<file path="config.mk">
export PLATFORM = sky130hd
export DESIGN_NAME = apb_master
export DESIGN_NICKNAME = d
export VERILOG_FILES = /design/src/rtl/apb_master.sv
export SDC_FILE = /design/constraint.sdc
export NUM_CORES = 1
export LEC_CHECK = 0
export CAP_MARGIN = 40
export CORE_ASPECT_RATIO = 0.7
export CORE_MARGIN = 3
export CORE_UTILIZATION = 40
export CTS_CLUSTER_DIAMETER = 120
export DETAILED_ROUTE_END_ITERATION = 16
export GPL_TIMING_DRIVEN = 0
export PLACE_DENSITY_LB_ADDON = 0.1
export SKIP_LAST_GASP = 1
export SYNTH_ARGS = -nofsm -noshare
export SYNTH_HDL_FRONTEND = slang
export SYNTH_SLANG_ARGS = --single-unit
</file>
<file path="constraint.sdc">
create_clock -name clk -period 2 [get_ports clk]
set_input_delay 0.6 -clock clk [delete_from_list [all_inputs] [get_ports clk]]
set_output_delay 0.6 -clock clk [all_outputs]
set_load 0.005 [all_outputs]
</file>
<file path="src/rtl/apb_master.sv">
// APB requester: takes single read/write commands from a host valid/ready
// port and runs one SETUP/ACCESS transfer per command, with an ACCESS timeout.
//
// Ports:
//   clk, reset        bus clock, asynchronous active-low reset
//   cmd_*             host command port (valid/ready, write, id, addr, wdata, wait)
//   rsp_*             one-cycle response strobe with read data and error flag
//   apb_*             APB requester side (encoded select, enable, direction,
//                     address, write data, wait hint, read data, ready)
module apb_master #(
   parameter int ADDR_W  = 8,
   parameter int DATA_W  = 8,
   parameter int TIMEOUT = 255
) (
   input  logic              clk,
   input  logic              reset,
   input  logic              cmd_valid,
   output logic              cmd_ready,
   input  logic              cmd_write,
   input  logic [1:0]        cmd_id,
   input  logic [ADDR_W-1:0] cmd_addr,
   input  logic [DATA_W-1:0] cmd_wdata,
   input  logic [7:0]        cmd_wait,
   output logic              rsp_valid,
   output logic [DATA_W-1:0] rsp_rdata,
   output logic              rsp_err,
   output logic [1:0]        apb_sel,
   output logic              apb_enable,
   output logic              apb_write,
   output logic [ADDR_W-1:0] apb_addr,
   output logic [DATA_W-1:0] apb_wdata,
   output logic [7:0]        apb_wait_cycles,
   input  logic [DATA_W-1:0] apb_rdata,
   input  logic              apb_ready
);

   typedef enum logic [2:0] {
      S_IDLE,
      S_SETUP,
      S_ACCESS,
      S_RESP,
      S_ERR
   } state_t;

   // Last ACCESS count value before the transfer is abandoned.
   localparam logic [7:0] CNT_LAST = 8'(TIMEOUT - 1);

   state_t            state;
   state_t            state_n;
   logic [7:0]        cnt;
   logic [7:0]        cnt_n;

   logic [1:0]        sel_n;
   logic              enable_n;
   logic              write_n;
   logic [ADDR_W-1:0] addr_n;
   logic [DATA_W-1:0] wdata_n;
   logic [7:0]        wait_n;
   logic              rsp_valid_n;
   logic [DATA_W-1:0] rsp_rdata_n;
   logic              rsp_err_n;

   assign cmd_ready = (state == S_IDLE) && reset;

   always_ff @(posedge clk or negedge reset) begin
      if (!reset) begin
         state           <= S_IDLE;
         cnt             <= '0;
         apb_sel         <= '0;
         apb_enable      <= 1'b0;
         apb_write       <= 1'b0;
         apb_addr        <= '0;
         apb_wdata       <= '0;
         apb_wait_cycles <= '0;
         rsp_valid       <= 1'b0;
         rsp_rdata       <= '0;
         rsp_err         <= 1'b0;
      end else begin
         state           <= state_n;
         cnt             <= cnt_n;
         apb_sel         <= sel_n;
         apb_enable      <= enable_n;
         apb_write       <= write_n;
         apb_addr        <= addr_n;
         apb_wdata       <= wdata_n;
         apb_wait_cycles <= wait_n;
         rsp_valid       <= rsp_valid_n;
         rsp_rdata       <= rsp_rdata_n;
         rsp_err         <= rsp_err_n;
      end
   end

   always_comb begin
      state_n     = state;
      cnt_n       = cnt;
      sel_n       = apb_sel;
      enable_n    = apb_enable;
      write_n     = apb_write;
      addr_n      = apb_addr;
      wdata_n     = apb_wdata;
      wait_n      = apb_wait_cycles;
      rsp_valid_n = 1'b0;
      rsp_rdata_n = '0;
      rsp_err_n   = 1'b0;

      unique case (state)
         S_IDLE: begin
            cnt_n = '0;
            if (cmd_valid && cmd_ready) begin
               if (cmd_id != 2'd0) begin
                  // The bus registers double as the command capture.
                  state_n  = S_SETUP;
                  sel_n    = cmd_id;
                  enable_n = 1'b0;
                  write_n  = cmd_write;
                  addr_n   = cmd_addr;
                  wdata_n  = cmd_wdata;
                  wait_n   = cmd_wait;
               end else begin
                  // Reserved id: answer with an error, never touch the bus.
                  state_n     = S_ERR;
                  rsp_valid_n = 1'b1;
                  rsp_err_n   = 1'b1;
               end
            end
         end

         S_SETUP: begin
            state_n  = S_ACCESS;
            enable_n = 1'b1;
            cnt_n    = '0;
         end

         S_ACCESS: begin
            if (apb_ready || (cnt == CNT_LAST)) begin
               state_n     = S_RESP;
               rsp_valid_n = 1'b1;
               rsp_err_n   = !apb_ready;
               if (apb_ready && !apb_write) begin
                  rsp_rdata_n = apb_rdata;
               end
               cnt_n    = '0;
               sel_n    = '0;
               enable_n = 1'b0;
               write_n  = 1'b0;
               addr_n   = '0;
               wdata_n  = '0;
               wait_n   = '0;
            end else begin
               cnt_n = cnt + 8'd1;
            end
         end

         S_RESP, S_ERR: begin
            state_n = S_IDLE;
            cnt_n   = '0;
         end

         default: begin
            state_n  = S_IDLE;
            cnt_n    = '0;
            sel_n    = '0;
            enable_n = 1'b0;
            write_n  = 1'b0;
            addr_n   = '0;
            wdata_n  = '0;
            wait_n   = '0;
         end
      endcase
   end

endmodule
</file>
==> impl_results.md, run 1 <==
* Status: finished clean
* Worst-path clk slew at 100 ps
* Die area at 6350 µm²
* Synth top area share at between 50% and 60%
* CTS H-tree depth at 2
* CTS Root Cell: clkbuf_8
* Post-Route WL at roughly 4500 µm
* Top Family by Delay on Critical Path: flip-flops
* Leakage at 1.54 nW
* Final GP Congestion at slightly below 0.8
* Post-layout nets at 332
* Post-synth top flop: dfrtp_1
* Port bufs at 77
* GR Util All Layers at 15.4%
* FMAX at 0.513 GHz
* First drt pass iteration count at 4
* Max Cap Violations at 0
* Count of cell types in the netlist at 28
* Post-DR wirelength/cell at 12.6 µm
* Syn_area_per_cell at 10.8 µm²
* Final Skew at 9.18 ps
* Final critical-path share of the clock period at 97.5%
* Slack of the critical path at 49.0 ps
* CTS tree: built
* Setup WS pre-CTS at -697 ps
* Chip height at 67.6 µm
* Power, Total at 4.44 mW
* Critical path startpoint category: flop
* DP Area at 3040 µm²
* Seq pwr share at 34.3%
* Crit path max fanout at 7
* Worst-Margin Slew at 448 ps
* Switch share at 31.6%
* Yosys reg bits at 49
* Syn Inst Count at 201
* R2R setup slack at 50 ps
* Min-delay worst type: input pin to async pin
* Clock Sinks at 49
* Vias/cell at between 4 and 5
* Post-route DRC at 0
* Hold Vio Cnt, Final at 0
* Share of cells above drive strength 1 at 10.6%
* Initial antenna violation count at 0
* CP peak stage delay at 440 ps
* Die Wd at 94.0 µm
* DRT iter0 DRCs at 38
* Syn Nets at 242
* Dpl hpwl at 3320 µm
* ANT nets after route at 0
* Synth area leaders: dfrtp_1, mux2i_1, nand2_1
* Top cell by count, worst path: buf_12
* Crit. End Element: flop
* Asr flop ratio synth at 100%
* Vias in the first global route at between 1500 and 2000
* Largest net degree at the start of global routing at 28
* Clk Latency, worst-skew pair at about 310 ps
* FP Rows at 21
* CP Cell Sequence: buf_4 -> or3b_4 -> a211oi_4 -> a21o_2 -> buf_12 -> buf_12 -> mux2i_4
* Combinational power share at between 40% and 50%
* Hold buffers post-CTS at 0
* Power Dens Cells at 1360 nW/µm²
* Grt total ovfl at 0
* Pint at 3.04 mW
* Buffers and inverters on the worst path at 3
* Minimum clock period at approximately 2000 ps
* Worst EP required at 2220 ps
* Clk pwr share at between 10% and 20%
* Most frequent cell after synthesis: dfrtp_1
* Slowest-stage cell, CP: dfrtp_2
* Psw at 1.40 mW
* First-pass GRT wire length at approximately 7400 µm
* Synth cell count leaders: dfrtp_1, nand2_1, inv_1
* Post-synthesis sequential area ratio at 56.6%
* Num ports at 78
* Area occupied by multi-input gates at just under 800 µm²
* Fin area at 3270 µm²
* Post-synth EDFFs at 0
* Detailed-route via count at between 1500 and 2000
* WP data arrival at around 2200 ps
* YS warnings at 0
* Core Region at 4990 µm²
* Starting Density at 43.4%
* VDD IR max at about 0.00074 V
* Area Overhead vs Synth at 51.2%
* Slew Viols, Final at 0
* FF/Latch Area at 1230 µm²
* CTS Buffer Depth at 2
* Fill count at 422
* Slew headroom at approximately 70%
* Area of the mapped netlist at 2170 µm²
* Area leader, netlist: dfrtp_1
* Crit Path Category: flop to flop
* Num CTS Buffers at 5
* Final setup viols at 0
* Diodes inserted at 0
## final cells by class
class	instances	area share, %
Sequential cell	49	37.5
Clock buffer	5	2.10
Buffer	5	2.37
Inverter	30	3.44
Multi-Input combinational cell	115	24.0
Timing Repair Buffer	85	26.6
Tap cell	69	2.64
Clock inverter	3	1.41
## worst register-to-register path: cells and delay by family (launching register included)
family	cells	cell delay (ps)
buf+inv	3	430
mux	1	220
compound gates	2	370
flops	1	440
simple gates	1	420
## per-layer routing
metal | share of wire [%] | GRT usage (%) | vias up
li1 | - | - | 811
met1 | 45 | 19.7 | 750
met2 | 42 | 23.0 | 54
met3 | 10 | 7.02 | 11
met4 | 1.9 | 5.59 | 0
met5 | 0 | 0 | -
## flip-flops by register name, summed over array words and instances (netlist names)
signal           cells
apb_addr             8
apb_wait_cycles      8
apb_wdata            8
cnt                  8
rsp_rdata            8
state                3
apb_sel              2
apb_enable           1
apb_write            1
rsp_err              1
rsp_valid            1
## placed cells by master (no fill, tap or decap), drive strengths merged, types with 2 or more instances in the layout
master / synthesis / routed
o21ai: 4 / 4
mux2i: 28 / 28
inv: 30 / 30
nand3: 3 / 3
nand2: 33 / 33
nor2: 14 / 14
xnor2: 4 / 4
buf: 4 / 12
dfrtp: 49 / 49
clkdlybuf4s50: 0 / 75
clkbuf: 3 / 8
and2: 9 / 9
ha: 2 / 2
a21oi: 2 / 2
nor3: 2 / 2
xor2: 3 / 3
## power by group through the flow
stage / Combinational [mW] / Sequential, mW / Clock [mW]
after CTS: 2.08 / 1.52 / 0.739
after global routing: 2.41 / 1.58 / 0.782
after global placement: 1.94 / 1.53 / 0
after detailed placement: 1.97 / 1.54 / 0
final: 2.21 / 1.53 / 0.711
after floorplan: 1.01 / 1.55 / 0
## metrics by stage
step / TNS (ps) / hold slack (ps) / util [%] / std cells
2_1_floorplan: 0 / 304 / - / 201
3_3_place_gp: -120270 / 501 / 60.6 / 347
3_5_place_dp: -13710 / 508 / 60.9 / 348
4_1_cts: 0 / 198 / 64.2 / 359
5_1_grt: -0.787 / 138 / 65.6 / 361
6_report: 0 / 134 / 65.6 / 361
## repair_timing
| action | CTS | global route |
|---|---|---|
| setup endpoints to repair | 22 | 28 |
| resized for setup | 13 | 4 |
| cloned | 0 | 1 |
| pin swaps | 2 | 0 |
| hold endpoints to repair | 0 | 0 |
| setup buffers | 5 | 1 |
## worst paths after layout
path	start	end	cells after the start
max	state[0]$_DFFE_PN0P_	apb_wdata[3]$_DFFE_PN0P_	7
min	reset	rsp_rdata[0]$_DFF_PN0_	1
max reg2reg	state[0]$_DFFE_PN0P_	apb_wdata[3]$_DFFE_PN0P_	7
min reg2reg	cnt[0]$_DFF_PN0_	cnt[0]$_DFF_PN0_	1
max in group asynchronous	reset	state[0]$_DFFE_PN0P_	2
min in group clk	cnt[0]$_DFF_PN0_	cnt[0]$_DFF_PN0_	1
## cell families (layout without fill, tap and decap cells)
group | Yosys count | count (layout) | synth area share, %
muxes | 28 | 28 | 12.9
buffers and inverters | 37 | 128 | 8.49
AOI/OAI and AO/OA | 11 | 11 | 3.87
xor gates and xnor gates | 7 | 7 | 2.83
DFF | 49 | 49 | 56.6
and+or+nand+nor | 67 | 67 | 14.1
adders and majority gates | 2 | 2 | 1.16
(Power assumes the default switching activity.)
==> run 2: changes to the inputs <==
Settings changed: DONT_BUFFER_PORTS set to 1.
==> run 2 against run 1 <==
Against the previous run: first-iteration DRC count is 79% higher; clock skew is 3.5 ps lower; highest routed layer unchanged; non-clock buffer count is 80 lower; global-route usage is 0.49 points lower.
==> impl_results.md, run 2 (same netlist as run 1, synthesis figures left out) <==
* Fill count at 455
* Dpl hpwl at 3180 µm
* Slew headroom at 71.3%
* Die area at 6350 µm²
* Num CTS Buffers at 5
* WP data arrival at 2160 ps
* Chip height at 67.6 µm
* Post-DR wirelength/cell at 16.1 µm
* GR Util All Layers at 14.9%
* RR Startpoint: state[0]$_DFFE_PN0P_
* Starting Density at 43.4%
* Crit. End Element: flop
* Num ports at 78
* Largest net degree at the start of global routing at 50
* R2R setup slack at 50 ps
* Max Cap Violations at 0
* Status: finished clean
* Crit Path Category: flop to flop
* R2R depth at 6
* Diodes inserted at 0
* Min-delay worst type: input pin to async pin
* First-pass GRT wire length at 7090 µm
* DRT iter0 DRCs at 68
* Worst EP required at 2210 ps
* Final critical-path share of the clock period at 97.4%
* Core Region at ~5000 µm²
* Post-route DRC at 0
* Final setup viols at 0
* Detailed-route via count at about 1400
* Commonest cells after routing, fill and taps aside: dfrtp_1, nand2_1, inv_1, mux2i_1, nor2_1
* Worst-Margin Slew at 431 ps
* Area Overhead vs Synth at 11.8%
* Crit path max fanout at 10
* Placed cell count at 270
* Worst-path clk slew at 90 ps
* CTS Root Cell: clkbuf_8
* ANT nets after route at 0
* CTS H-tree depth at 2
* Setup WS pre-CTS at -211 ps
* Fin area at 2420 µm²
* Initial antenna violation count at 0
* Final Skew at 5.69 ps
* Die Wd at 94.0 µm
* Leakage at 1.21 nW
* VDD IR max at 0.000660 V
* Minimum clock period at 1950 ps
* Post-Route WL at ~4500 µm
* Clock Sinks at roughly 50
* Vias/cell at 4.91
* CTS Buffer Depth at 2
* Port bufs at 0
* Post-Layout Cell Count at 280
* Clk Latency, worst-skew pair at 300 ps
* FP Rows at 21
* FMAX at 0.513 GHz
* Commonest non-fill, non-tap cell in the layout: dfrtp_1
* Slew Viols, Final at 0
* DP Area at about 2300 µm²
* Final GP Congestion at between 0.6 and 0.7
* CTS tree: built
* Grt total ovfl at 0
* Crit Reg-Reg Endpoint: apb_addr[1]$_DFFE_PN0P_
* Slack of the critical path at ~52 ps
* Share of cells above drive strength 1 at 11.4%
* First drt pass iteration count at 4
* Critical path startpoint category: flop
* Power, Total at 3.52 mW
* Vias in the first global route at 1422
* Power Dens Cells at roughly 1500 nW/µm²
* Post-layout nets at 252
* Hold Vio Cnt, Final at 0
* Setup TNS at 0 ps
-- run 2: metal layers --
metal / track usage (%) / part of all wire (%) / vias up
met2: 22.7 / 46 / 51
li1: - / - / 656
met4: 5.41 / 1.2 / 0
met5: 0 / 0 / -
met3: 7.24 / 9.9 / 7
met1: 18.4 / 43 / 662
-- run 2: area by class of cell --
cell class / instances / area (µm²) / share of cell area (%)
Clock buffer: 6 / 82.6 / 3.41
Tap cell: 69 / 86.3 / 3.57
Buffer: 5 / 77.6 / 3.20
Sequential cell: 49 / 1230 / 50.7
Inverter: 30 / 113 / 4.65
Timing Repair Buffer: 5 / 57.6 / 2.38
Multi-Input combinational cell: 115 / 769 / 31.8
Clock inverter: 1 / 7.51 / 0.310
-- run 2: power breakdown --
group          internal, mW  switching, mW
clock                 0.274          0.317
combinational         0.649          0.646
sequential             1.33          0.303
total                  2.26           1.27
-- run 2: worst max path at each step --
| stage | startpoint | end | slack, ps | depth (start not counted) |
|---|---|---|---|---|
| final | state[0]$_DFFE_PN0P_ | apb_addr[1]$_DFFE_PN0P_ | 50 | 6 |
| after CTS | cnt[0]$_DFF_PN0_ | apb_addr[1]$_DFFE_PN0P_ | 20 | 8 |
| after global placement | state[0]$_DFFE_PN0P_ | cmd_ready | -200 | 5 |
| after global routing | state[0]$_DFFE_PN0P_ | apb_addr[3]$_DFFE_PN0P_ | -6 | 6 |
| after detailed placement | state[0]$_DFFE_PN0P_ | cmd_ready | -210 | 5 |
| after floorplan | state[0]$_DFFE_PN0P_ | cmd_ready | 50 | 5 |
-- run 2: worst max-delay path: stages, from the launching register on --
cell,delay (ps)
dfrtp_2,480
or3b_4,440
a211oi_4,260
a21o_2,160
buf_12,140
buf_12,150
mux2i_2,230
-- run 2: repair_timing --
action,CTS,global route
resized for setup,4,4
hold endpoints to repair,49,0
pin swaps,0,2
setup endpoints to repair,1,29
hold buffers,1,0
buffers inserted,1,3
-- run 2: stage by stage --
| step | util, % | hold slack, ps |
|---|---|---|
| 6_report | 48.5 | 137 |
| 5_1_grt | 48.5 | 141 |
| 4_1_cts | 47.8 | 145 |
| 3_5_place_dp | 45.1 | 305 |
| 3_3_place_gp | 45.1 | 306 |
| 2_1_floorplan | - | 304 |
